## src/rtl/fetch_unit.sv

```systemverilog
// HOLY CORE instruction fetch stage: owns the PC, runs a one-outstanding imem handshake, holds the instruction for decode.
// Optional same-cycle response bypass to decode is enabled with `define FETCH_BYPASS_EN.
package fetch_unit_pkg;
   typedef enum logic [1:0] {
      SOURCE_PC_PLUS_4     = 2'd0,
      SOURCE_PC_SECOND_ADD = 2'd1,
      SOURCE_PC_MTVEC      = 2'd2
   } pc_source_t;
endpackage

module fetch_unit
   import fetch_unit_pkg::*;
#(
   parameter logic [31:0] RESET_VECTOR = 32'h0000_0000,
   parameter logic [31:0] NOP_INSTR    = 32'h0000_0013
) (
   input  logic        clk,
   input  logic        rst_n,
   input  pc_source_t  pc_source,
   input  logic        m_ret,
   input  logic [31:0] second_add_result,
   input  logic [31:0] mtvec,
   input  logic [31:0] mepc,
   input  logic        stall_ext,
   output logic        imem_req_valid,
   output logic [31:0] imem_req_addr,
   input  logic        imem_req_ready,
   input  logic        imem_rsp_valid,
   input  logic [31:0] imem_rsp_data,
   input  logic        imem_rsp_error,
   output logic [31:0] pc,
   output logic [31:0] pc_plus_four,
   output logic [31:0] instr,
   output logic        instr_valid,
   output logic        fetch_stall,
   output logic        fetch_exception,
   output logic [30:0] fetch_exception_cause,
   output logic [63:0] instret
);
   // Handshake: a request transfers on a cycle with imem_req_valid && imem_req_ready;
   // imem_req_addr is held while valid && ~ready. Responses are one-cycle pulses only honoured in S_WAIT.
   typedef enum logic [1:0] {S_REQ = 2'd0, S_WAIT = 2'd1, S_VALID = 2'd2} state_t;

   state_t      r_state;
   logic [31:0] r_pc;
   logic [31:0] r_instr;
   logic        r_exc;
   logic [30:0] r_cause;
   logic [63:0] r_instret;

   logic        w_rsp_take;
   logic        w_bypass;
   logic [31:0] w_rsp_instr;
   logic        w_commit;
   logic [31:0] w_next_pc;
   logic        w_misaligned;

   assign w_rsp_take  = (r_state == S_WAIT) && imem_rsp_valid;
   assign w_rsp_instr = imem_rsp_error ? NOP_INSTR : imem_rsp_data;
`ifdef FETCH_BYPASS_EN
   assign w_bypass = w_rsp_take;
`else
   assign w_bypass = 1'b0;
`endif

   assign imem_req_valid        = (r_state == S_REQ);
   assign imem_req_addr         = r_pc;
   assign pc                    = r_pc;
   assign pc_plus_four          = r_pc + 32'd4;
   assign instr_valid           = (r_state == S_VALID) || w_bypass;
   assign fetch_stall           = ~instr_valid;
   assign instr                 = w_bypass ? w_rsp_instr : r_instr;
   assign fetch_exception       = w_bypass ? imem_rsp_error : r_exc;
   assign fetch_exception_cause = w_bypass ? {30'd0, imem_rsp_error} : r_cause;
   assign instret               = r_instret;
   assign w_commit              = instr_valid && !stall_ext;

   // MTVEC outranks MRET so a trap taken on an MRET still lands in the handler.
   always_comb begin
      w_next_pc = r_pc + 32'd4;
      if (pc_source == SOURCE_PC_MTVEC)
         w_next_pc = {mtvec[31:2], 2'b00};
      else if (m_ret)
         w_next_pc = mepc;
      else if (pc_source == SOURCE_PC_SECOND_ADD)
         w_next_pc = second_add_result;
   end

   assign w_misaligned = (w_next_pc[1:0] != 2'b00) && (pc_source != SOURCE_PC_MTVEC);

   always_ff @(posedge clk) begin
      if (!rst_n) begin
         r_state   <= S_REQ;
         r_pc      <= RESET_VECTOR;
         r_instr   <= NOP_INSTR;
         r_exc     <= 1'b0;
         r_cause   <= 31'd0;
         r_instret <= 64'd0;
      end else if (w_commit) begin
         r_pc <= w_next_pc;
         if (!fetch_exception)
            r_instret <= r_instret + 64'd1;
         if (w_misaligned) begin
            // Never fetch from a misaligned target; present a faulting NOP instead.
            r_state <= S_VALID;
            r_instr <= NOP_INSTR;
            r_exc   <= 1'b1;
            r_cause <= 31'd0;
         end else begin
            r_state <= S_REQ;
            r_exc   <= 1'b0;
            r_cause <= 31'd0;
         end
      end else begin
         case (r_state)
            S_REQ: begin
               if (imem_req_ready)
                  r_state <= S_WAIT;
            end
            S_WAIT: begin
               if (imem_rsp_valid) begin
                  r_instr <= w_rsp_instr;
                  r_exc   <= imem_rsp_error;
                  r_cause <= {30'd0, imem_rsp_error};
                  r_state <= S_VALID;
               end
            end
            S_VALID: ;
            default: r_state <= S_REQ;
         endcase
      end
   end
endmodule

```

## config.mk

```make
export PLATFORM = sky130hd
export DESIGN_NAME = fetch_unit
export DESIGN_NICKNAME = d
export VERILOG_FILES = /design/src/rtl/fetch_unit.sv
export SDC_FILE = /design/constraint.sdc
export NUM_CORES = 1
export LEC_CHECK = 0
export ABC_CLOCK_PERIOD_IN_PS = 2600
export CORE_MARGIN = 5
export CORE_UTILIZATION = 42
export DETAILED_ROUTE_END_ITERATION = 10
export PLACE_DENSITY = 0.81
export SLEW_MARGIN = 15
export SYNTH_ARGS = -nofsm -noshare
export SYNTH_HDL_FRONTEND = slang
export SYNTH_SLANG_ARGS = --single-unit
export TNS_END_PERCENT = 50
```

## constraint.sdc

```tcl
create_clock -name clk -period 2.6 [get_ports clk]
set_input_delay 0.52 -clock clk [delete_from_list [all_inputs] [get_ports clk]]
set_output_delay 0.52 -clock clk [all_outputs]
set_load 0.01 [all_outputs]
```

Word-level counts from Yosys, hierarchy flattened
Index checks and enable logic that the tools add are counted.

Input bits: 137. Output and inout bits: 227. Register bits after elaboration: 132. Logic and storage cells: 50.

Bitwise gates (word level): 3. Add/subtract/negate cells: 2. Equal/unequal tests: 9. Muxes and demuxes: 17. Reduce and logical (&&, ||, !) cells: 13.

Operators by type and width (count): $mux W32 (8); $add A64 B1 Y64 const B (1); $add A32 B3 Y32 const B (1); $mux W2 (4); $pmux W2 S3 (1); $reduce_and A2 Y1 (3); $reduce_and A3 Y1 (2); $reduce_bool A2 Y1 (3); $eq A2 B1 Y1 const B (2); $eq A2 B2 Y1 const B (2); $mux W1 (4); $ne A2 B1 Y1 const B (2); $ne A3 B1 Y1 const B (1); $ne A3 B3 Y1 const B (1); $not A1 Y1 (3); $logic_and A1 B1 Y1 (2); $logic_not A2 Y1 (1); $ne A2 B2 Y1 const B (1); $reduce_or A2 Y1 (1); $logic_not A1 Y1 (1).

Logic depth before layout (Yosys ltp)
Gate-level depths: netlist of run 1.

Depth after elaboration: 8. Gate-level depth with buffers: 9. Mapped depth without buffers: 6.

Worst setup path before layout of run 1
No wires, ideal clock.

Path type: flip-flop to output port. Start: reg r_pc[7], in the netlist imem_req_addr[7]. End: out pc_plus_four[18]. Data required time: 2.080 ns. Path buffers: 1. Slack: 0.261 ns. Data arrival time: 1.819 ns. Stages on the path, launching flop included: 6. Cell sequence: dfxtp_1 -> nand3_1 -> or4_1 -> clkbuf_1 -> or3_1 -> nand2_1.

Cells in the longest elaborated chain, start to end: 1.

RTL lines: start, declared (line 45) `logic [31:0] r_pc;`; start signal, assigned (line 100) `r_pc <= w_next_pc;`; $add A32 B3 Y32 (line 69) `assign pc_plus_four = r_pc + 32'd4;`; end, declared (line 32) `output logic [31:0] pc_plus_four,`.

Every way passes these cells.

Final worst setup path of run 1
Start: reg r_pc[13], in the netlist imem_req_addr[13]. End: reg r_pc[31], in the netlist imem_req_addr[31].

Cells in the longest elaborated chain, start to end: 4.

RTL lines: $add A32 B3 Y32 (line 80) `w_next_pc = r_pc + 32'd4;`; $mux W32 (line 85) `else if (pc_source == SOURCE_PC_SECOND_ADD)`; $mux W32 (line 83) `else if (m_ret)`; $mux W32 (line 81) `if (pc_source == SOURCE_PC_MTVEC)`.

Every way passes these cells. A chain may end at the register's enable or synchronous reset.

==> results of run 1 <==
-- area by class of cell --
type                    instances  area, um2
repair buffers                455       4223
inverters                      22      82.58
fillers                      1532       5996
flip-flops and latches        132       2648
well taps                     234      292.8
clock inverters                11      125.1
clock buffers                  21      470.5
diodes                          2      5.005
multi-input cells             769       4801
-- per-layer routing --
| metal | vias up | wire [um] | global-route usage | part of all wire |
|---|---|---|---|---|
| met5 | - | 0 | 0 | 0 |
| met2 | 459 | 15380 | 0.4556 | 0.48 |
| met3 | 59 | 2993 | 0.08492 | 0.093 |
| met4 | 0 | 867 | 0.08760 | 0.027 |
| met1 | 4542 | 13100 | 0.3513 | 0.41 |
| li1 | 4375 | - | - | - |
-- stage by stage --
step	utilization	area, um2	worst slack (ns)	TNS, ns	cells
2_1_floorplan	-	8059	0.2613	0	1049
3_3_place_gp	0.6307	11760	-0.1185	-3.792	1593
3_5_place_dp	0.6307	11760	-0.2190	-6.167	1593
4_1_cts	0.6706	12500	-0.07728	-0.3353	1639
5_1_grt	0.6784	12650	-0.1690	-1.635	1646
6_report	0.6784	12650	-0.1226	-0.3890	1646
-- repair_timing --
item	4_1_cts	5_1_grt
hold endpoints to repair	0	0
pin swaps	14	13
cloned	0	0
hold buffers	0	0
setup buffers	14	5
endpoints found under the setup margin	26	23
gates resized for setup	91	39
-- flip-flops by register name, indices dropped and copies added (netlist names) --
name and flops:
r_state 2, fetch_exception 1, fetch_exception_cause 1, instret 64, imem_req_addr 32, instr 32
-- kinds of logic (layout without fill, tap and decap cells) --
| group | after synthesis | after routing | share of synthesized area |
|---|---|---|---|
| AOI/OAI and AO/OA | 219 | 219 | 0.1818 |
| xor gates and xnor gates | 50 | 50 | 0.05508 |
| adders and majority gates | 2 | 2 | 0.003147 |
| buffers and inverters | 148 | 509 | 0.1025 |
| DFF | 132 | 132 | 0.3324 |
| muxes | 39 | 39 | 0.04910 |
| other | 1 | 32 | 0.0004717 |
| and+or+nand+nor | 429 | 429 | 0.2756 |
-- synth_stat cells, types with 3 or more instances --
cell type,count
nor4_1,14
o41ai_1,6
nor3_1,22
o311ai_0,8
nand3_1,45
or2_2,4
mux2i_1,39
nand4_1,25
buf_2,6
clkbuf_1,51
a31oi_1,8
and4_1,17
a21oi_1,58
inv_1,21
xor2_1,16
a221oi_1,4
o221ai_1,6
o211ai_1,13
buf_1,3
nor2b_1,5
and3_1,16
a221o_1,5
xnor2_1,34
a211oi_1,6
or4_1,18
a22o_1,6
dfxtp_1,132
nand2_1,148
nor2_1,65
nand2b_1,17
o22ai_1,26
and2_1,3
o31ai_1,12
a21o_1,6
or3_1,16
buf_4,65
o21ai_0,36
-- path summary, 6_finish.rpt --
path / endpoint / startpoint / cells after the start
worst max-delay path: imem_req_addr[31] / imem_req_addr[13] / 15
worst min-delay path: instr[7] / instr[7] / 2
worst max register to register: imem_req_addr[31] / imem_req_addr[13] / 15
worst min register to register: instr[7] / instr[7] / 2
-- worst min-delay path: stages, from the launching register on --
cell and delay, ns:
dfxtp_1 0.31, nand2_1 0.05, mux2i_1 0.05
-- power by group through the flow --
stage / Combinational [uW] / Sequential, uW / Clock [uW]
floorplan: 320 / 2120 / 0
global placement: 711 / 2110 / 0
detailed placement: 716 / 2110 / 0
CTS: 719 / 2070 / 2460
global route: 777 / 2070 / 2560
finish: 734 / 2070 / 2430
==> results.sh, run 1 <==
export IMPL_crit_arrival_ns=3.03
export IMPL_rsz0062_at_grt="yes"
export IMPL_ir_worst_vdd_mv=0.4198
export IMPL_syn_avg_cell_area_um2=7.794
export IMPL_maxCapViolations=0
export IMPL_critPathKind="flop to flop"
export IMPL_internal_power_uw=3921
export IMPL_p_sw_frac=0.2506
export IMPL_root_buffer="clkbuf_16"
export IMPL_grt_max_degree=46
export IMPL_maxSlewViolCount=0
export IMPL_synth_cell_types=66
export IMPL_synth_top_area_share=0.3324
export IMPL_clk_latency_ns=0.42
export IMPL_ys_seq_elements=132
export IMPL_cts_buffer_depth=2
export IMPL_h_tree_depth=4
export IMPL_leakagePower_uw=0.004882
export IMPL_wl_per_cell_um=19.65
export IMPL_status="finished, violations left"
export IMPL_cts_sinks=132
export IMPL_critPathLaunchType="flop"
export IMPL_synth_area_top_cells="dfxtp_1, nand2_1, buf_4"
export IMPL_crit_required_ns=2.91
export IMPL_num_vias=9435
export IMPL_grt_total_usage=0.2780
export IMPL_hpwl_um=24160
export IMPL_nNetsFinal=1536
export IMPL_drcViolationCount=0
export IMPL_violations="negative setup slack"
export IMPL_drtPass1Iterations=5
export IMPL_synthFlopType="dfxtp_1"
export IMPL_tightest_slew_ns=1.078
export IMPL_areaGrowthSynthToFinish_pct=59.08
export IMPL_holdWs_ns=0.4582
export IMPL_post_route_min_period_ns=2.723
export IMPL_critPathBufInv=10
export IMPL_cp_common_cell="buf_4"
export IMPL_skew_ns=0.007401
export IMPL_netlist_area_um2=7950
export IMPL_r2r_slack_ns=-0.12
export IMPL_gp_congestion=0.9718
export IMPL_cts_tree="yes"
export IMPL_cp_end_kind="flop"
export IMPL_cp_cell_sequence="nand4_1 > buf_4 > nor3_2 > buf_4 > buf_12 > nand4_1 > buf_4 > buf_4 > buf_4 > buf_4 > buf_4 > buf_4 > buf_6 > a21o_1 > a22o_1"
export IMPL_critPathMaxFanout=9
export IMPL_relSlewSlack=0.2790
export IMPL_yosysSeqAreaShare=0.3324
export IMPL_die_y_um=147.6
export IMPL_grt_first_pass_wirelength_um=48860
export IMPL_fp_row_count=50
export IMPL_max_stage_delay_ns=0.33
export IMPL_critPathTopFamily="buffers and inverters"
export IMPL_ys_warn_count=0
export IMPL_antenna_found_initial=1
export IMPL_hold_class="flop to flop"
export IMPL_start_util=0.4264
export IMPL_seqPwrFrac=0.396
export IMPL_power_share_clock=0.464
export IMPL_hold_viol_final=0
export IMPL_place_port_buffers=331
export IMPL_p_total_uw=5232
export IMPL_viasPerCell=5.732
export IMPL_grt_pass1_vias=8714
export IMPL_drt_iter0_drc=636
export IMPL_comb_power_share=0.140
export IMPL_setup_ws_ns=-0.1226
export IMPL_clock_fmax_mhz=367.3
export IMPL_synthCells=1020
export IMPL_finalSetupViolCount=9
export IMPL_power_density_nw_per_um2=413.7
export IMPL_finalCritPeriodShare=1.047
export IMPL_routed_wl_um=32340
export IMPL_drtAntennaViolNets=0
export IMPL_path_clk_slew_ns=0.06
export IMPL_gr_total_overflow=0
export IMPL_die_area_um2=21780
export IMPL_layout_commonest_cell="clkdlybuf4s50_1"
export IMPL_coreArea_um2=18640
export IMPL_synth_edff_count=0
export IMPL_drive_gt1_frac=0.1546
export IMPL_die_x_um=147.6
export IMPL_cp_slowest_cell="dfxtp_2"
export IMPL_power_switching_uw=1311
export IMPL_async_flop_share=0
export IMPL_cts_buffers=17
export IMPL_ios=364
export IMPL_final_cell_mix="clkdlybuf4s50_1, nand2_1, dfxtp_1"
export IMPL_yosys_area_top_type="dfxtp_1"
No activity file was read; power rests on OpenSTA's default activity.
==> run 2, diff against run 1 <==
- SLEW_MARGIN: 15 -> 20
==> results of run 2 <==
Final layout, timing and power as in run 1 (identical DEF).
==> run 3, diff against run 2 <==
- ABC_CLOCK_PERIOD_IN_PS: 2600 -> 2500
- CORE_MARGIN: 5 -> not set
- CORE_UTILIZATION: 42 -> 38
- PLACE_DENSITY: 0.81 -> 0.77
- REMOVE_ABC_BUFFERS: not set -> 1
- clock period: 2.6 -> 2.5 ns (I/O delays scaled with it)
==> run 3 against run 2 <==
  * The run still ends with negative setup slack left
  * Cell count is 2.4% higher
  * Non-clock buffer count grew 5
  * Final area up 1.1%
  * Clock power rose by 7%
  * First-iteration DRC count is 3.5% lower
  * Via count fell by 1.3%
  * Power is 5.6% higher
  * Worst setup slack got worse by 0.019 ns
  * Clock-buffer cell count fell by 3
  * Critical endpoint is now pc_plus_four[26]
  * Largest cell class unchanged
  * Largest power group unchanged
==> results.sh, run 3 (synthesis gave the netlist of run 1 again) <==
export IMPL_layout_commonest_cell="clkdlybuf4s50_1"
export IMPL_hpwl_um=22390
export IMPL_drtPass1Iterations=5
export IMPL_wl_per_cell_um=18.22
export IMPL_h_tree_depth=4
export IMPL_cts_tree="yes"
export IMPL_clk_latency_ns=0.41
export IMPL_antenna_found_initial=0
export IMPL_max_stage_delay_ns=0.41
export IMPL_power_density_nw_per_um2=432.0
export IMPL_cts_buffers=17
export IMPL_critPathMaxFanout=4
export IMPL_gr_total_overflow=0
export IMPL_drcViolationCount=0
export IMPL_hold_viol_final=0
export IMPL_fin_util=0.6278
export IMPL_cp_end_kind="primary output"
export IMPL_ios=364
export IMPL_final_cell_mix="clkdlybuf4s50_1, nand2_1, dfxtp_1"
export IMPL_largest_reg_flops=64
export IMPL_root_buffer="clkbuf_16"
export IMPL_die_x_um=146.6
export IMPL_post_dp_cell_area_um2=11830
export IMPL_crit_arrival_ns=2.14
export IMPL_maxCapViolations=0
export IMPL_grt_first_pass_wirelength_um=46740
export IMPL_areaGrowthSynthToFinish_pct=60.81
export IMPL_clock_fmax_mhz=378.6
export IMPL_critPathLaunchType="flop"
export IMPL_hold_buffers=0
export IMPL_nNetsFinal=1541
export IMPL_hold_class="flop to flop"
export IMPL_coreArea_um2=20360
export IMPL_drt_iter0_drc=614
export IMPL_crit_required_ns=2.00
export IMPL_relSlewSlack=0.2217
export IMPL_hold_path_depth=2
export IMPL_setup_ws_ns=-0.1414
export IMPL_nFillCells=1748
export IMPL_grt_total_usage=0.2742
export IMPL_tightest_slew_ns=1.163
export IMPL_finalCritPeriodShare=1.057
export IMPL_grt_pass1_vias=8610
export IMPL_rsz0062_at_grt="yes"
export IMPL_fp_row_count=52
export IMPL_reg2regPathDepth=5
export IMPL_finalSetupViolCount=10
export IMPL_num_vias=9315
export IMPL_place_port_buffers=331
export IMPL_skew_ns=0.009692
export IMPL_cp_slowest_cell="or3_4"
export IMPL_leakagePower_uw=0.004951
export IMPL_maxSlewViolCount=0
export IMPL_cp_cell_sequence="nand3_1 > or3_4 > buf_4 > o31a_1 > or2_4 > buf_6"
export IMPL_gp_congestion=0.9399
export IMPL_die_y_um=146.6
export IMPL_drtAntennaViolNets=0
export IMPL_critPathKind="flop to primary output"
export IMPL_viasPerCell=5.528
export IMPL_drive_gt1_frac=0.1675
export IMPL_ir_worst_vdd_mv=0.3408
export IMPL_die_area_um2=21500
export IMPL_path_clk_slew_ns=0.07
export IMPL_routed_wl_um=30700
export IMPL_holdWs_ns=0.4557
export IMPL_grt_max_degree=64
export IMPL_start_util=0.3904
export IMPL_post_route_min_period_ns=2.641
export IMPL_cts_sinks=132
export IMPL_antenna_cells=0
export IMPL_status="finished, violations left"
export IMPL_fin_area_um2=12780
export IMPL_cts_buffer_depth=2
export IMPL_violations="negative setup slack"
[run 3: changes by cell type in the layout (fill, tap and decap cells not counted), moves of 4 or more]
| cell | before | now |
|---|---|---|
| buf_2 | 11 | 17 |
| buf_6 | 8 | 13 |
| inv_6 | 1 | 5 |
| nand3_2 | 4 | 0 |
| nand3_4 | 0 | 4 |
[run 3: critical path: cells and delay by family, from the launching register on]
kind | cells | cell delay, ns
flip-flops | 1 | 0.34
buffers and inverters | 2 | 0.27
AO/OA/AOI/OAI | 1 | 0.25
AND/OR/NAND/NOR | 3 | 0.87
[run 3: layout make-up]
| cell class | instances | area, um2 | share of cell area |
|---|---|---|---|
| multi-input cells | 769 | 4858 | 0.3800 |
| inverters | 22 | 82.58 | 0.006459 |
| well taps | 270 | 337.8 | 0.02642 |
| flip-flops and latches | 132 | 2651 | 0.2074 |
| repair buffers | 460 | 4250 | 0.3325 |
| clock inverters | 14 | 165.2 | 0.01292 |
| clock buffers | 18 | 439.2 | 0.03435 |
[run 3: timing repair]
item / CTS / global route
setup endpoints to repair: 26 / 29
cloned: 0 / 0
pin swaps: 18 / 14
buffers inserted: 11 / 10
gates resized for setup: 111 / 39
[run 3: path summary, 6_finish.rpt]
path                      from  slack, ns               end
max          imem_req_addr[11]      -0.14  pc_plus_four[26]
min reg2reg           instr[6]       0.46          instr[6]
max reg2reg        instret[12]       0.19       instret[46]
min                   instr[6]       0.46          instr[6]
[run 3: metrics by stage]
| stage | worst slack, ns | instances | total power, uW | setup TNS [ns] |
|---|---|---|---|---|
| floorplan | -1.742 | 923 | 2457 | -57.20 |
| global placement | -0.2097 | 1632 | 2944 | -9.806 |
| detailed placement | -0.2440 | 1632 | 2950 | -11.47 |
| CTS | -0.1774 | 1675 | 5538 | -1.142 |
| global route | -0.2366 | 1685 | 5704 | -2.644 |
| finish | -0.1414 | 1685 | 5523 | -0.6811 |
[run 3: report_power, final]
part           total [uW]  switching, uW  leakage, uW  internal [uW]
Clock                2600           1070     0.000296           1530
Sequential           2150           19.1      0.00107           2130
Combinational         771            368      0.00359            403
[run 3: routing by layer]
| layer | up-vias | track usage | part of all wire |
|---|---|---|---|
| met4 | 0 | 0.1104 | 0.035 |
| met5 | - | 0 | 0 |
| met1 | 4361 | 0.3445 | 0.39 |
| li1 | 4389 | - | - |
| met2 | 486 | 0.4635 | 0.50 |
| met3 | 79 | 0.04625 | 0.075 |
